**src/rtl/prbs_serdes_bert.sv**
```systemverilog
// prbs_serdes_bert: PRBS7/15/23/31 serial generator with self-synchronising checker, lock FSM and BER counters.
module prbs_serdes_bert #(
    parameter int WORD_W     = 32,
    parameter int CNT_W      = 64,
    parameter int LOCK_CNT   = 8,
    parameter int UNLOCK_ERR = 4
) (
    input  logic             CLKBit,
    input  logic             RSTn,
    input  logic             enable,
    input  logic [1:0]       prbs_sel,
    input  logic             err_inject,
    input  logic             clear,
    output logic             ser_out,
    input  logic             des_in,
    output logic             word_strobe,
    output logic             locked,
    output logic [CNT_W-1:0] err_count,
    output logic [CNT_W-1:0] word_count
);
    localparam int BW = $clog2(WORD_W);
    localparam int EW = $clog2(WORD_W + 1);

    typedef enum logic {SEARCH, LOCKED} state_t;

    function automatic logic tap(input logic [30:0] s, input logic [1:0] p);
        return p == 2'd0 ? s[6] ^ s[5] : p == 2'd1 ? s[14] ^ s[13] :
               p == 2'd2 ? s[22] ^ s[17] : s[30] ^ s[27];
    endfunction

    logic [1:0]        poly;
    logic [30:0]       lfsr, hist;
    logic [BW-1:0]     bit_cnt;
    logic [WORD_W-2:0] des_sr, err_sr;
    logic [WORD_W-1:0] word_des, word_err;
    logic [EW-1:0]     pop, werr;
    logic [7:0]        good, good_d;
    logic [CNT_W:0]    err_sum;
    logic [CNT_W-1:0]  err_next, word_next;
    logic              tx_fb, rx_err, accum;
    state_t            state, state_d;

    assign tx_fb       = tap(lfsr, poly);
    assign rx_err      = des_in ^ tap(hist, poly);
    assign word_strobe = enable && bit_cnt == BW'(WORD_W - 1);
    assign word_des    = {des_sr, des_in};
    assign word_err    = {err_sr, rx_err};
    assign locked      = state == LOCKED;
    assign err_sum     = {1'b0, err_count} + {{(CNT_W + 1 - EW){1'b0}}, werr};
    assign err_next    = err_sum[CNT_W] ? '1 : err_sum[CNT_W-1:0];
    assign word_next   = &word_count ? word_count : word_count + CNT_W'(1);

    // An all-zero word means a dead line, which the self-synchronising check alone would miss
    always_comb begin
        pop = '0;
        for (int i = 0; i < WORD_W; i++) pop = pop + EW'(word_err[i]);
        werr = word_des == '0 ? EW'(WORD_W) : pop;
    end

    always_comb begin
        state_d = state;
        good_d  = good;
        accum   = 1'b0;
        if (word_strobe) begin
            if (state == SEARCH) begin
                good_d  = werr == '0 ? good + 8'd1 : 8'd0;
                state_d = werr == '0 && good + 8'd1 == 8'(LOCK_CNT) ? LOCKED : SEARCH;
                if (state_d == LOCKED) good_d = 8'd0;
            end else if (werr >= EW'(UNLOCK_ERR)) begin
                state_d = SEARCH;
                good_d  = 8'd0;
            end else begin
                accum = 1'b1;
            end
        end
    end

    always_ff @(posedge CLKBit or negedge RSTn) begin
        if (!RSTn) begin
            state <= SEARCH;
            good  <= 8'd0;
        end else begin
            state <= state_d;
            good  <= good_d;
        end
    end

    // Reseeding on a polynomial change keeps the shorter LFSRs out of the all-zero state
    always_ff @(posedge CLKBit or negedge RSTn) begin
        if (!RSTn) begin
            poly       <= 2'd0;
            lfsr       <= '1;
            hist       <= '0;
            bit_cnt    <= '0;
            des_sr     <= '0;
            err_sr     <= '0;
            ser_out    <= 1'b0;
            err_count  <= '0;
            word_count <= '0;
        end else begin
            if (!enable && prbs_sel != poly) begin
                poly <= prbs_sel;
                lfsr <= '1;
            end
            if (enable) begin
                lfsr    <= {lfsr[29:0], tx_fb};
                ser_out <= tx_fb ^ err_inject;
                hist    <= {hist[29:0], des_in};
                des_sr  <= word_des[WORD_W-2:0];
                err_sr  <= word_err[WORD_W-2:0];
                bit_cnt <= word_strobe ? '0 : bit_cnt + BW'(1);
            end
            if (clear) begin
                err_count  <= '0;
                word_count <= '0;
            end else if (accum) begin
                err_count  <= err_next;
                word_count <= word_next;
            end
        end
    end
endmodule
```
**config.mk**
```make
export PLATFORM = sky130hd
export DESIGN_NAME = prbs_serdes_bert
export DESIGN_NICKNAME = d
export VERILOG_FILES = /design/src/rtl/prbs_serdes_bert.sv
export SDC_FILE = /design/constraint.sdc
export NUM_CORES = 1
export LEC_CHECK = 0
export CELL_PAD_IN_SITES_DETAIL_PLACEMENT = 0
export CELL_PAD_IN_SITES_GLOBAL_PLACEMENT = 1
export CORE_MARGIN = 5
export CORE_UTILIZATION = 45
export CTS_BUF_LIST = sky130_fd_sc_hd__clkbuf_8
export CTS_CLUSTER_DIAMETER = 80
export DETAILED_ROUTE_END_ITERATION = 8
export PLACE_DENSITY_LB_ADDON = 0.1
export SLEW_MARGIN = 20
export SYNTH_ARGS = -nofsm -noshare
export SYNTH_HDL_FRONTEND = slang
export SYNTH_SLANG_ARGS = --single-unit
export TNS_END_PERCENT = 30
```
**constraint.sdc**
```tcl
create_clock -name CLKBit -period 18.2 [get_ports CLKBit]
set_clock_uncertainty 0.1 [all_clocks]
set_input_delay 2.73 -clock CLKBit [delete_from_list [all_inputs] [get_ports CLKBit]]
set_output_delay 2.73 -clock CLKBit [all_outputs]
set_load 0.02 [all_outputs]
```
==> metrics.txt, run 1 <==
Die W=180.6 um; Sw Share=0.4098; CP arrival=10.10 ns; EDFF count, synth=0; pin count of the biggest net entering global routing=113; DR pass1 iterations=5; Overall Global Routing Usage=0.2153; DRC=0; clock slew at the register clock pins of the worst setup and hold paths=0.06 ns; Synth Area per Inst=9.336 um2; NumNets Final=1,581; status=completed; Final Max Slew Viols=0; Final Critical Period=9.808 ns; Total Wirelength=35.51 mm; Critical Path Start Type=input port; Fill cells=2,684; Core Box Area=28,700 um2; Fmax=102.0 MHz; worst path required time=18.49 ns; adder-cell share of the synthesized area=0.05731; CTS Hold Bufs=0; Setup Fix Bufs, Post-CTS=0; initial antenna violation count=0; initial cell density of the core=0.4564; Reg power frac=0.257; YS warnings=0; Finish-stage setup viols=0; # IOs=139; Post-synth top flop=dfrtp_1; CTS tree=built; Gate Count Post-Synth=1,403; Hold WC Path Type=flop to flop; Synth top cells by count=207 x dfrtp_1, 130 x a21oi_1, 119 x nand2_1; CTS H-tree lvls=2; Multi-input gate area=6422 um2; total grt overflow=0; share of total power in the clock network=0.224; max-cap violation count=0; Combinational Power Share=0.519; gpl congestion=0.8245; setup TNS=0 ns; NetSw=982.0 uW; final hold vios=0; Seq/Total Area, Yosys=0.4576; post-synthesis mux area share=0.04862; Mapped Area=13,100 um2; Root Driver=clkbuf_8; row count=62; cell taking the most area after synthesis=dfrtp_1; antenna fix cells=0; RSZ-0062 raised after global routing=no; peak fanout along the critical path=25; #FFs+latches synth=238; vias in the first global route=11.34k; FF+latch area=5995 um2; die height=180.6 um; Total Power=2.396 mW; top cells by area, synth=dfrtp_1 40%, dfstp_2 6.2%, a21oi_1 5.0%; xor/xnor share of the synthesized area=0.01404; Slew Limit Headroom=0.2937; post-CTS sizing=0; wire per inst=18.31 um; Die ar.=32,620 um2; Power Density=152.8 nW/um2; Synth top area share=0.3955; Synth Area in Simple Gates=0.2235; asr flop ratio synth=1.000; most common cell in the netlist=dfrtp_1; Period Utilization, post-route=0.5389; WS Path Type=input port to flop; vias post-DR=11.14k; Peak VDD IR=0.0002763 V; Area growth, synth to finish=19.76%; clk sinks=238; Post-DRT Antenna Nets=0; worst slew pin tran=1.050 ns; Int Power=1.414 mW; CTS Buf Count=45; Compound-Gate Fraction of Synth Area=0.1458; Unique masters post-synth=66; hpwl dp=23.94 mm; clock latency on the worst-skew pair=0.54 ns; initial drt markers=797; PortBufs=138; CTS Buffer Depth=3; Via-to-Cell Ratio=5.743; Syn Nets=1,456; Leak=6.574 nW; main combinational cell family by area after synthesis=simple AND/OR/NAND/NOR gates; first-pass GRT wire length=59.34 mm; share of cells above drive strength 1=0.1164; Crit. End Element=flop
-- layout make-up --
cell class,instances,area share
multi-input combinational,988,0.4094
clock inverter,15,0.007178
sequential,238,0.3821
tap,384,0.03063
clock buffer,59,0.05176
inverter,105,0.02512
timing repair buffer,150,0.09380
-- metal layers --
metal,share of wire,GRT usage
met5,0,0
met2,0.49,0.3632
met1,0.45,0.2888
met3,0.044,0.03775
met4,0.018,0.05717
-- logic make-up after synthesis --
logic type | count (synthesis)
and+or+nand+nor | 549
AOI/OAI and AO/OA | 318
DFF | 238
buffers and inverters | 177
muxes | 55
adders and majority gates | 45
xor gates and xnor gates | 21
-- worst paths after layout --
kind                                   startpoint                         end  slack [ns]  cells past startpoint
setup / recovery                           des_in   err_count[47]$_DFFE_PN0P_        8.39                     23
hold / removal               lfsr[15]$_DFFE_PN1P_        lfsr[16]$_DFFE_PN1P_        0.36                      2
setup reg to reg           err_sr[17]$_DFFE_PN0P_   err_count[47]$_DFFE_PN0P_        9.83                     23
hold reg to reg              lfsr[15]$_DFFE_PN1P_        lfsr[16]$_DFFE_PN1P_        0.36                      2
max in group asynchronous                    RSTn         ser_out$_DFFE_PN0P_       14.34                      2
min in group asynchronous                    RSTn  word_count[27]$_DFFE_PN0P_        2.19                      1
-- per-stage QoR --
stage	util	area, um2	hold WS, ns	setup slack, ns	instances
after floorplan	-	13100	0.3444	9.741	1403
after global placement	0.5143	14760	0.3511	8.007	1865
after detailed placement	0.5143	14760	0.3522	7.877	1865
after CTS	0.5466	15690	0.3589	8.431	1939
after global routing	0.5466	15690	0.3761	7.869	1939
final	0.5466	15690	0.3593	8.392	1939
-- power groups by stage --
stage	clock network, mW	registers, mW	logic [mW]
floorplan	0	0.615	1.01
global placement	0	0.624	1.21
detailed placement	0	0.624	1.25
CTS	0.554	0.617	1.26
global route	0.580	0.623	1.46
finish	0.536	0.617	1.24
-- flip-flops by register name (all words and copies together), names as in the netlist --
signal,count
locked,1
hist,31
poly,2
word_count,64
bit_cnt,5
lfsr,31
good,8
err_count,64
ser_out,1
err_sr,31
-- cells in the final DEF, fill, tap and decap left out, types with 38 or more instances in the layout --
cell / count
or3_1: 38
o21ai_0: 84
nand3_1: 65
mux2_2: 49
dfrtp_1: 207
clkdlybuf4s50_1: 135
nand4_1: 47
a21oi_1: 130
nor2_1: 95
inv_1: 117
nand2_1: 119
clkbuf_8: 59
-- worst max-delay path, cell delays in order --
cell and delay (ns):
clkdlybuf4s50_1 0.52, xor2_1 0.26, fa_1 0.45, inv_1 0.08
fa_1 0.42, fa_1 0.51, fa_1 0.41, inv_1 0.07
ha_1 0.15, inv_1 0.05, fa_1 0.39, nand2b_1 0.16
a21oi_1 0.15, xor2_1 0.32, and2_1 0.19, ha_1 0.29
a211o_1 0.28, a31oi_1 0.43, or4_4 0.26, or3_1 0.66
nand3_1 0.74, nor2_1 0.43, a211oi_1 0.13
(Power assumes the default switching activity.)
==> run 2, diff against run 1 <==
- CORE_UTILIZATION: 45 -> 41
- clock period: 18.2 -> 9 ns (I/O delays scaled with it)
==> run 2 against run 1 <==
Critical path depth increased by 2. Critical path type is now flop to flop. Cell area increased by 0.22%. Core utilization decreased by 4.8 points. Via count increased by 0.26%. Sequential cell count unchanged. Clock-buffer cell count decreased by 3. Sequential share of layout area decreased by 0.085 points. Routed wire length increased by 1.9%. Register-to-register slack got worse by 8.5 ns.
==> metrics.txt, run 2 (synthesized netlist as in run 1, its figures left out) <==
status=completed (unchanged); # IOs=139 (unchanged); CTS Buf Count=46 (was 45); Placed Area=14,850 um2 (was 14,760 um2); Regs by FF count=err_count: 64 flops, word_count: 64 flops (unchanged); post-route cell area=15,720 um2 (was 15,690 um2); FF-to-FF Start=err_sr[17]$_DFFE_PN0P_ (unchanged); setup TNS=0 ns (unchanged); Final Max Slew Viols=0 (unchanged); initial cell density of the core=0.4151 (was 0.4564); total grt overflow=0 (unchanged); Finished Layout Cells=1,971 (was 1,939); Critical Path Start Type=flop (was input port); Die ar.=35,620 um2 (was 32,620 um2); peak fanout along the critical path=8 (was 25); final hold vios=0 (unchanged); Worst Min Path Start=lfsr[15]$_DFFE_PN1P_ (unchanged); worst hold slack=0.3573 ns (was 0.3593 ns); Leak=6.621 nW (was 6.574 nW); gpl congestion=0.8249 (was 0.8245); Die W=188.7 um (was 180.6 um); wire per inst=18.36 um (was 18.31 um); Root Driver=clkbuf_8 (unchanged); initial drt markers=691 (was 797); WS Path Type=flop to flop (was input port to flop); clock slew at the register clock pins of the worst setup and hold paths=0.05 ns (was 0.06 ns); vias in the first global route=10.99k (was 11.34k); first-pass GRT wire length=59.33 mm (was 59.34 mm); worst path required time=9.34 ns (was 18.49 ns); Hold WC Path Type=flop to flop (unchanged); Final Critical Period=7.717 ns; Power Density=307.0 nW/um2 (was 152.8 nW/um2); reg2reg setup slack=1.28 ns (was 9.83 ns); CP arrival=8.06 ns (was 10.10 ns); post-CTS sizing=0 (unchanged); Worst Hold End=lfsr[16]$_DFFE_PN1P_ (unchanged); Hold Crit Depth=2 (unchanged); Overall Global Routing Usage=0.2008 (was 0.2153); share of cells above drive strength 1=0.1198 (was 0.1164); dpl cells=1,892 (was 1,865); Setup Fix Bufs, Post-CTS=0 (unchanged); pin count of the biggest net entering global routing=111 (was 113); Crit. End Element=flop (unchanged); Via-to-Cell Ratio=5.665 (was 5.743); DRC=0 (unchanged); most common cell after layout, fill and taps aside=dfrtp_1 (unchanged); antenna fix cells=0 (unchanged); max-cap violation count=0 (unchanged); crit path launch=err_sr[17]$_DFFE_PN0P_ (was des_in); CTS H-tree lvls=2 (unchanged); hpwl dp=24.20 mm (was 23.94 mm); worst reg-to-reg path cell count=25 (was 23); clk sinks=238 (unchanged); CTS Buffer Depth=3 (unchanged); die height=188.7 um (was 180.6 um); Core Box Area=31,560 um2 (was 28,700 um2); Total Wirelength=36.18 mm (was 35.51 mm); Slew Limit Headroom=0.3681 (was 0.2937); NumNets Final=1,591 (was 1,581); initial antenna violation count=0 (unchanged); commonest cells after routing, fill and taps aside=207 x dfrtp_1, 135 x clkdlybuf4s50_1, 130 x a21oi_1 (unchanged); PortBufs=138 (unchanged); clock latency on the worst-skew pair=0.55 ns (was 0.54 ns); RSZ-0062 raised after global routing=no (unchanged); Finish-stage setup viols=0 (unchanged); vias post-DR=11.17k (was 11.14k); Worst R2R End=err_count[41]$_DFFE_PN0P_ (was err_count[47]$_DFFE_PN0P_); Period Utilization, post-route=0.8575; row count=65 (was 62); Area growth, synth to finish=20.03% (was 19.76%); Post-DRT Antenna Nets=0 (unchanged); worst slew pin tran=0.9478 ns (was 1.050 ns); CTS tree=built (unchanged); CTS Hold Bufs=0 (unchanged); Fill cells=3,010 (was 2,684); Fmax=129.6 MHz; Peak VDD IR=0.0006286 V (was 0.0002763 V); DR pass1 iterations=5 (unchanged)
-- run 2: cell types whose count changed in the layout (fill, tap and decap cells not counted), sizes merged --
cell	before	now
inv	117	127
buf	15	24
clkbuf	59	56
bufinv	2	0
clkinv	0	1
clkinvlp	1	0
-- run 2: critical path, stage by stage, from the launching register on --
cell and delay [ns]:
dfrtp_1 0.42, fa_1 0.55, inv_1 0.05, fa_1 0.39, inv_1 0.08, fa_1 0.44, fa_1 0.47, fa_1 0.55
inv_1 0.05, fa_1 0.59, inv_1 0.07, ha_1 0.30, nand3_1 0.10, a21boi_0 0.08, o21ai_0 0.29, and2_1 0.24
inv_1 0.09, ha_1 0.36, o2111a_2 0.24, nand4_4 0.16, or4_4 0.58, or3_1 0.49, nand3_1 0.31, buf_4 0.27
nor2_1 0.09, a211oi_1 0.24
-- run 2: final cells by class --
class | instances | area [um2] | area share
clock buffer | 56 | 770.7 | 0.04902
clock inverter | 23 | 97.59 | 0.006207
inverter | 105 | 394.1 | 0.02507
multi-input combinational | 988 | 6424 | 0.4086
sequential | 238 | 5995 | 0.3813
tap | 402 | 503.0 | 0.03199
timing repair buffer | 159 | 1539 | 0.09788
-- run 2: layer usage --
metal,share of wire,wire [um],global-route usage
met1,0.46,16500,0.2819
met2,0.46,16820,0.3225
met3,0.052,1869,0.03223
met4,0.028,995,0.06026
met5,0,0,0
-- run 2: worst max path at each step --
stage                                           end  slack [ns]  cells after the start
after floorplan           err_count[37]$_DFFE_PN0P_        1.92                     24
after global placement    err_count[43]$_DFFE_PN0P_        0.99                     24
after detailed placement  err_count[43]$_DFFE_PN0P_        0.85                     23
after CTS                 err_count[41]$_DFFE_PN0P_        1.30                     25
after global routing      err_count[47]$_DFFE_PN0P_        0.93                     25
final                     err_count[41]$_DFFE_PN0P_        1.28                     25
-- run 2: where the power goes --
group / total (mW) / switching (mW) / internal, mW / leakage [nW]
Clock: 1.02 / 0.464 / 0.558 / 0.522
Combinational: 2.56 / 1.49 / 1.06 / 2.96
Sequential: 1.25 / 0.0742 / 1.17 / 3.14
-- run 2: per-stage QoR --
step | power [mW] | worst slack (ns) | util
floorplan | 3.279 | 1.921 | -
global placement | 3.777 | 0.9884 | 0.4707
detailed placement | 3.825 | 0.8479 | 0.4707
CTS | 4.894 | 1.296 | 0.4982
global route | 5.354 | 0.9259 | 0.4983
finish | 4.826 | 1.283 | 0.4983
